## src/rtl/sample_collector_pkg.sv

```systemverilog
// Shared definitions for the collector: output-state encodings and the
// word-counter width helper also used by the serial sequencer.
package sample_collector_pkg;

  typedef enum logic {
    EMPTY   = 1'b0,
    PENDING = 1'b1
  } out_state_e;

  // Counter width able to index n words; never narrower than one bit.
  function automatic int cnt_width(input int n);
    return (n < 2) ? 1 : $clog2(n);
  endfunction

endpackage

```

## src/rtl/sample_collector_word_shift_buffer.sv

```systemverilog
// Shadow buffer: DEPTH word slots, one written per strobe at the slot
// selected by WR_IDX. An index with no matching slot writes nothing.
module word_shift_buffer #(
  parameter int DEPTH = 3,
  parameter int WIDTH = 8,
  parameter int IW    = 2
) (
  input  logic                   CLK,
  input  logic                   RSTN,
  input  logic                   WR_EN,
  input  logic [IW-1:0]          WR_IDX,
  input  logic [WIDTH-1:0]       WR_DATA,
  output logic [DEPTH*WIDTH-1:0] WORDS
);

  logic [DEPTH-1:0][WIDTH-1:0] slot;

  for (genvar k = 0; k < DEPTH; k++) begin : g_slot
    // Slot k captures the incoming word when the index decodes to k.
    always_ff @(posedge CLK or negedge RSTN) begin
      if (!RSTN)                          slot[k] <= '0;
      else if (WR_EN && WR_IDX == IW'(k)) slot[k] <= WR_DATA;
    end
  end

  assign WORDS = slot;

endmodule

```

## src/rtl/sample_collector.sv

```systemverilog
// Reassembles NUM_INPUTS serial words into one parallel frame. A shadow
// buffer fills while the previous frame waits for ACK_IN; frames completing
// while the output is still unacknowledged are dropped and flagged.
module sample_collector
  import sample_collector_pkg::*;
#(
  parameter  int NUM_INPUTS = 4,
  parameter  int WIDTH      = 8,
  localparam int CW         = cnt_width(NUM_INPUTS)
) (
  input  logic                        CLK,
  input  logic                        RSTN,
  input  logic [WIDTH-1:0]            VALUE_IN,
  input  logic                        VALID_IN,
  input  logic                        CLEAR,
  input  logic                        ACK_IN,
  output logic [NUM_INPUTS*WIDTH-1:0] VALUES_OUT,
  output logic                        VALID_OUT,
  output logic [CW-1:0]               COUNT,
  output logic                        BUSY,
  output logic                        OVERFLOW
);

  out_state_e                        state;
  logic                              take;
  logic                              last_word;
  logic                              complete;
  logic [(NUM_INPUTS-1)*WIDTH-1:0]   shadow;
  logic [NUM_INPUTS*WIDTH-1:0]       frame;

  // CLEAR wins over a coincident strobe.
  assign take      = VALID_IN && !CLEAR;
  assign last_word = (COUNT == CW'(NUM_INPUTS-1));
  assign complete  = take && last_word;
  assign BUSY      = (COUNT != '0);

  // The final word is never stored: it goes straight from VALUE_IN into the
  // frame, so the shadow only needs NUM_INPUTS-1 slots.
  assign frame = {VALUE_IN, shadow};

  word_shift_buffer #(
    .DEPTH (NUM_INPUTS-1),
    .WIDTH (WIDTH),
    .IW    (CW)
  ) u_shadow (
    .CLK     (CLK),
    .RSTN    (RSTN),
    .WR_EN   (take),
    .WR_IDX  (COUNT),
    .WR_DATA (VALUE_IN),
    .WORDS   (shadow)
  );

  // Word counter with explicit wrap so non-power-of-2 frames work.
  always_ff @(posedge CLK or negedge RSTN) begin
    if (!RSTN)          COUNT <= '0;
    else if (CLEAR)     COUNT <= '0;
    else if (VALID_IN)  COUNT <= last_word ? '0 : COUNT + CW'(1);
  end

  // Output handshake: load on completion, release on ack, drop when stuck.
  always_ff @(posedge CLK or negedge RSTN) begin
    if (!RSTN) begin
      state      <= EMPTY;
      VALUES_OUT <= '0;
      VALID_OUT  <= 1'b0;
      OVERFLOW   <= 1'b0;
    end else begin
      case (state)
        EMPTY: begin
          if (complete) begin
            VALUES_OUT <= frame;
            VALID_OUT  <= 1'b1;
            state      <= PENDING;
          end
        end
        PENDING: begin
          if (complete) begin
            // Ack in the same cycle frees the register for the new frame.
            if (ACK_IN) VALUES_OUT <= frame;
            else        OVERFLOW   <= 1'b1;
          end else if (ACK_IN) begin
            VALID_OUT <= 1'b0;
            state     <= EMPTY;
          end
        end
        default: state <= EMPTY;
      endcase
      if (CLEAR) OVERFLOW <= 1'b0;
    end
  end

endmodule

```

## config.mk

```make
export PLATFORM = sky130hd
export DESIGN_NAME = sample_collector
export DESIGN_NICKNAME = d
export VERILOG_FILES = /design/src/rtl/sample_collector_pkg.sv /design/src/rtl/sample_collector_word_shift_buffer.sv /design/src/rtl/sample_collector.sv
export SDC_FILE = /design/constraint.sdc
export NUM_CORES = 1
export LEC_CHECK = 0
export ABC_CLOCK_PERIOD_IN_PS = 1800
export BUFFER_PORTS_ARGS = -buffer_cell sky130_fd_sc_hd__buf_2
export CAP_MARGIN = 20
export CORE_ASPECT_RATIO = 2
export CORE_MARGIN = 2
export CORE_UTILIZATION = 40
export DETAILED_ROUTE_END_ITERATION = 16
export PLACE_DENSITY = 0.66
export SYNTH_ARGS = -nofsm -noshare
export SYNTH_HDL_FRONTEND = slang
export SYNTH_SLANG_ARGS = --single-unit
export TNS_END_PERCENT = 100
```

## constraint.sdc

```tcl
create_clock -name CLK -period 1.8 [get_ports CLK]
set_input_delay 0.54 -clock CLK [delete_from_list [all_inputs] [get_ports CLK]]
set_output_delay 0.54 -clock CLK [all_outputs]
set_load 0.01 [all_outputs]
```

==> results by group, run 1 <==
Placed design
  – Buffers on Ports: 49
  – Post-DP HPWL: 2929 um
  – Final Wtd Congestion: 0.6687
  – Cell Count Post-Placement: about 290

Synthesis
  – Post-synth EDFFs: 0
  – Post-Synthesis Cells: 148
  – Yosys reg bits: 61
  – Synthesis Warnings: 0
  – Post-synth ARST share: 100.0%
  – Top post-synthesis cells by area: dfrtp_1, mux2_4, mux2_1
  – Syn Nets: 167
  – Post-synthesis sequential area ratio: approximately three fifths
  – Synth cell types: 16
  – Yosys top cell area share: between 60% and 70%
  – Leading area contributor after synthesis: dfrtp_1
  – Ys flop type: dfrtp_1
  – Mapped Area: 2527 um^2
  – Avg Cell Area, Syn: between 15 and 20 um^2

Timing
  – Slew Viols, Final: 0
  – Fmax: 508.6 MHz
  – Final critical-path setup slack: -0.1663 ns
  – Final Cycle Share: 109.2%
  – Final Hold Viols: 0
  – Tmin final: 1.966 ns
  – Final Setup Violations: 32
  – RSZ-0062 raised after global routing: true
  – Worst-case clock skew: 0.006748 ns
  – Rel. slew slack: approximately four fifths
  – Slew @ Worst Pin: 0.3171 ns
  – Hold slack: 0.2085 ns

GRT
  – Largest net degree at the start of global routing: slightly above 60
  – First-pass GRT wire length: 7362 um
  – All-layer global routing usage: between 10 and 15%
  – Vias in the first global route: 1521
  – Gr ovfl total: 0
  – Antenna violations before repair: 0

Worst setup path
  – Reg2Reg Depth: 6
  – FF-to-FF Start: COUNT[1]$_DFFE_PN0P_
  – Worst path max stage delay: 0.45 ns
  – Crit. End Element: flop
  – CP Cell Sequence: ha_2 > nand3b_1 > ha_2 > or3_4 > clkbuf_16 > mux2_4
  – Critical Path Start: COUNT[1]$_DFFE_PN0P_
  – Worst EP required: approximately 2.0 ns
  – CP endpoint: VALUES_OUT[5]$_DFFE_PN0P_
  – CP top delay family: simple AND/OR/NAND/NOR gates
  – Critical path class: flop to flop
  – Crit path top cell by count: ha_2
  – Worst path slowest cell: or3_4
  – WP data arrival: between 2 and 2.5 ns
  – R2r setup slk: -0.17 ns
  – R2R Path End: VALUES_OUT[5]$_DFFE_PN0P_
  – Critical path depth in cells: 6
  – Worst Path Max Fanout: 8
  – CP startpoint kind: flop
  – WP buf/inv: 1

Clock tree
  – H-tree Lvls: 3
  – Max clock buf depth: 2
  – CTS tree: yes
  – Num CTS Buffers: 9
  – Hold-fix buffers, CTS: 0
  – CTS root buf: clkbuf_16
  – CTS Sinks: 61
  – Clock transition at path regs: 0.05 ns
  – Worst-skew pair later-pin latency: 0.32 ns

Route
  – Routed Antenna Nets: 0
  – Via density: 4.597
  – DR iter-0 viols: 50
  – Drt first pass iters: 4
  – DRC viols: 0
  – Routed wire length: 4567 um
  – Via count: 1425
  – Avg WL per Cell: 14.73 um

Die
  – Row count: 41
  – DIE WIDTH: about 60 um
  – Die area: 7009 um^2
  – Die Y: between 100 and 150 um
  – Core area: approximately 6200 um^2
  – Starting Density: 40.72%
  – Io pins: 50

Cells and area
  – # fillers: about 520
  – Nets@finish: around 240
  – Post-Layout Cell Count: slightly above 300
  – Final Core Density: between 50% and 60%
  – Antenna cell count: 0
  – Layout overhead on the synthesized area: 30.69%
  – Layout cells sized above 1: 52.23%

Status
  – Outcome: finished, violations left
  – Failing checks: negative setup slack

Power
  – Pleak: 0.001736 uW
  – Worst vdd ir: 0.7332 mV
  – PwrDens: 1516 nW/um^2

Min path
  – Hold crit path type: input pin to async pin

Run
  – Max capacitance violation total: 0
[power by group]
group	internal, uW	leakage [uW]	switching, uW
Clock	1070	0.000144	579
Sequential	1860	0.000762	271
Combinational	752	0.000831	472
Total	3690	0.00174	1320
[worst reg2reg max path, cell delays in order (launching register included)]
cell and delay, ns:
dfrtp_1 0.37, ha_2 0.19, nand3b_1 0.14, ha_2 0.20
or3_4 0.45, clkbuf_16 0.20, mux2_4 0.30
[cells by family after synthesis]
| logic type | synth area share (%) |
|---|---|
| compound gates | 0.7921 |
| fa+ha+maj | 2.970 |
| buf+inv | 3.416 |
| flops | 60.40 |
| mux | 30.20 |
| simple gates | 2.228 |
[cell usage after synthesis, types with 2 or more instances]
cell type	number
inv_1	4
nand2_1	4
mux2_4	30
dfrtp_1	61
nor2b_1	2
buf_12	3
mux2i_1	2
ha_1	6
mux2_1	26
nor2_1	4
[placed cells by master (no fill, tap or decap), drive strengths merged]
cell type  instances
buf               63
dfrtp             61
mux2              56
clkbuf            12
ha                 6
nand2              4
nor2               4
clkinv             4
inv                4
nor2b              2
mux2i              2
nand3b             1
o21ai              1
or3                1
a31oi              1
a22o               1
bufinv             1
[stage by stage]
stage	setup TNS [ns]	power [uW]	worst slack (ns)	cell area (um^2)
6_report	-4.955	5008	-0.1663	3303
3_5_place_dp	-13.21	3368	-0.4288	2932
4_1_cts	-5.146	5060	-0.1743	3263
2_1_floorplan	-5.881	2850	-0.1918	2534
5_1_grt	-7.497	5320	-0.2488	3303
3_3_place_gp	-12.73	3315	-0.4077	2932
[state kept, by name (all words and copies together) (netlist names)]
name / flops
OVERFLOW: 1
VALUES_OUT: 32
u_shadow.WORDS: 24
VALID_OUT: 1
state: 1
COUNT: 2
[how the worst min path moves through the flow]
stage                                            end  slack [ns]  depth (start not counted)
final                      VALUES_OUT[4]$_DFFE_PN0P_        0.21                          2
after global routing      VALUES_OUT[28]$_DFFE_PN0P_        0.23                          2
after CTS                  VALUES_OUT[4]$_DFFE_PN0P_        0.23                          2
after detailed placement  VALUES_OUT[22]$_DFFE_PN0P_        0.47                          1
after global placement    VALUES_OUT[22]$_DFFE_PN0P_        0.46                          1
after floorplan                 COUNT[0]$_DFFE_PN0P_        0.24                          0
[cell type report]
| type | count | area, um^2 | area share, % |
|---|---|---|---|
| inverters | 4 | 15.01 | 0.4545 |
| clock inverters | 5 | 61.31 | 1.856 |
| flip-flops and latches | 61 | 1528 | 46.25 |
| repair buffers | 64 | 424.2 | 12.84 |
| clock buffers | 11 | 232.7 | 7.045 |
| well taps | 86 | 107.6 | 3.258 |
| multi-input cells | 79 | 934.6 | 28.30 |
[repair_timing]
action                                  CTS  global route
resized for setup                         6             2
cloned                                    1             1
endpoints found under the setup margin   33            33
buffers inserted                          0             1
pin swaps                                 2             1
[layer usage]
metal  vias to the layer above  share of wire, %  track usage, %
met2                        49                49           21.52
met5                         -                 0               0
met3                         6               6.0           6.091
met4                         0               1.3           6.667
met1                       708                44           18.91
li1                        662                 -               -
No activity file was read; power rests on OpenSTA's default activity.
==> run 2: changes to the inputs <==
--- a/config.mk
+++ b/config.mk
@@ -13,6 +13,7 @@
 export CORE_UTILIZATION = 40
 export DETAILED_ROUTE_END_ITERATION = 16
 export PLACE_DENSITY = 0.66
+export REMOVE_ABC_BUFFERS = 1
 export SYNTH_ARGS = -nofsm -noshare
 export SYNTH_HDL_FRONTEND = slang
 export SYNTH_SLANG_ARGS = --single-unit
==> results by group, run 2 (same netlist as run 1, synthesis figures left out) <==
Cells and area
  – Max reg flops: 32
  – Final Core Density: 54.40%
  – Multi-input gate area: 947.2 um^2
  – Nets@finish: 241
  – Antenna cell count: 0
  – Most common cell after layout, fill and taps aside: dfrtp_1
  – Commonest non-fill, non-tap cells in the layout: dfrtp_1, buf_2, mux2_4
  – # fillers: around 520
  – Storage cell area: 1526 um^2
  – Layout overhead on the synthesized area: 33.61%
  – Layout cells sized above 1: 53.74%
  – Largest Register: VALUES_OUT

Worst setup path
  – CP top delay family: simple AND/OR/NAND/NOR gates
  – Worst Path Max Fanout: 14
  – Worst path max stage delay: 0.45 ns
  – Crit path top cell by count: ha_2
  – Worst path slowest cell: or3_4
  – CP Cell Sequence: ha_2 > nand3b_1 > ha_2 > or3_4 > buf_12 > mux2_4
  – Worst EP required: 2.00 ns
  – FF-to-FF Start: COUNT[1]$_DFFE_PN0P_
  – Critical path class: flop to flop
  – R2R Path End: VALUES_OUT[28]$_DFFE_PN0P_
  – R2r setup slk: -0.13 ns
  – CP startpoint kind: flop
  – WP buf/inv: 1
  – WP data arrival: between 2 and 2.5 ns
  – Reg2Reg Depth: 6
  – Crit. End Element: flop

Status
  – Outcome: finished, violations left
  – Failing checks: negative setup slack

Die
  – DIE WIDTH: 60.21 um
  – Row count: 41
  – Io pins: 50
  – Die area: 7009 um^2
  – Core area: 6207 um^2
  – Die Y: 116.4 um
  – Starting Density: 40.72%

GRT
  – Largest net degree at the start of global routing: 25
  – Vias in the first global route: roughly 1600
  – First-pass GRT wire length: 7817 um
  – Gr ovfl total: 0
  – Antenna violations before repair: 0
  – All-layer global routing usage: between 10% and 20%

Run
  – Max capacitance violation total: 0

Route
  – Avg WL per Cell: 14.74 um
  – DR iter-0 viols: between 50 and 60
  – Routed wire length: 4613 um
  – Drt first pass iters: 4
  – Via density: 4.677
  – Routed Antenna Nets: 0
  – DRC viols: 0
  – Via count: 1464

Timing
  – Final Hold Viols: 0
  – Final Cycle Share: 107.5%
  – Slew Viols, Final: 0
  – Final critical-path setup slack: -0.1349 ns
  – Final Setup Violations: 32
  – Rel. slew slack: 72.11%
  – Tmin final: 1.935 ns
  – Slew @ Worst Pin: 0.4183 ns
  – Fmax: 516.8 MHz
  – Worst-case clock skew: 0.003990 ns
  – RSZ-0062 raised after global routing: true

Clock tree
  – Clock transition at path regs: 0.05 ns
  – Max clock buf depth: 2
  – Worst-skew pair later-pin latency: between 0.3 and 0.4 ns
  – CTS root buf: clkbuf_16
  – CTS tree: yes
  – H-tree Lvls: 3
  – Num CTS Buffers: 9
  – CTS Sinks: 61

Placed design
  – Post-DP HPWL: between 3000 and 4000 um
  – Final Wtd Congestion: 0.7050
  – Buffers on Ports: 49

Power
  – Worst vdd ir: 0.6727 mV
  – Power, Total: 5193 uW
  – PwrDens: 1538 nW/um^2
  – Pleak: about 0.0018 uW

Min path
  – Hold crit path type: input pin to async pin
run 2: cell types whose count changed in the layout (fill, tap and decap cells not counted), moves of 2 or more:
cell      before  now
inv_4          0    2
inv_2          2    0
buf_4         10   13
clkbuf_1       2    0
buf_12         2    4
clkinv_4       3    1
run 2: worst reg2reg max path, cell delays in order, from the launching register on:
cell      delay [ns]
dfrtp_1         0.35
ha_2            0.19
nand3b_1        0.14
ha_2            0.20
or3_4           0.45
buf_12          0.19
mux2_4          0.30
run 2: worst max-delay path by stage:
| stage | from | slack, ns | endpoint | cells past startpoint |
|---|---|---|---|---|
| floorplan | COUNT[0]$_DFFE_PN0P_ | -0.76 | VALUES_OUT[21]$_DFFE_PN0P_ | 5 |
| global placement | CLEAR | -0.40 | VALUES_OUT[18]$_DFFE_PN0P_ | 6 |
| detailed placement | CLEAR | -0.43 | VALUES_OUT[21]$_DFFE_PN0P_ | 6 |
| CTS | COUNT[0]$_DFFE_PN0P_ | -0.12 | VALUES_OUT[5]$_DFFE_PN0P_ | 6 |
| global route | COUNT[1]$_DFFE_PN0P_ | -0.24 | VALUES_OUT[5]$_DFFE_PN0P_ | 6 |
| finish | COUNT[1]$_DFFE_PN0P_ | -0.13 | VALUES_OUT[28]$_DFFE_PN0P_ | 6 |
run 2: layout make-up:
| type | instances | area share [%] |
|---|---|---|
| Tap cell | 86 | 3.186 |
| Multi-Input combinational cell | 79 | 28.05 |
| Sequential cell | 61 | 45.20 |
| Clock buffer | 10 | 7.077 |
| Clock inverter | 6 | 2.557 |
| Timing Repair Buffer | 67 | 13.34 |
| Inverter | 4 | 0.5928 |
run 2: per-stage QoR:
stage | setup TNS, ns | hold slack (ns) | instances | area [um^2] | setup WS, ns
5_1_grt | -6.989 | 0.1751 | 313 | 3377 | -0.2372
4_1_cts | -3.270 | 0.1550 | 313 | 3372 | -0.1174
3_3_place_gp | -12.45 | 0.4614 | 295 | 2980 | -0.3962
6_report | -3.879 | 0.1539 | 313 | 3377 | -0.1349
2_1_floorplan | -23.47 | 0.2444 | 144 | 2456 | -0.7641
3_5_place_dp | -13.34 | 0.4769 | 295 | 2980 | -0.4326
run 2: per-layer routing:
layer  part of all wire (%)  track usage, %  vias to the layer above
met2                     49           23.26                       46
met3                    4.5           4.319                        8
li1                       -               -                      662
met1                     45           20.06                      748
met5                      0               0                        -
met4                    1.4           5.778                        0
run 2: timing repair:
action | CTS | global route
setup buffers | 2 | 1
gates cloned | 1 | 0
gates resized for setup | 11 | 2
endpoints found under the setup margin | 33 | 33
pin swaps | 3 | 2
hold buffers | 0 | 0
run 2: where the power goes:
group | leakage, uW | switching [uW] | internal, uW
Clock | 0.000158 | 585 | 1240
Sequential | 0.000763 | 262 | 1860
Combinational | 0.000845 | 482 | 760
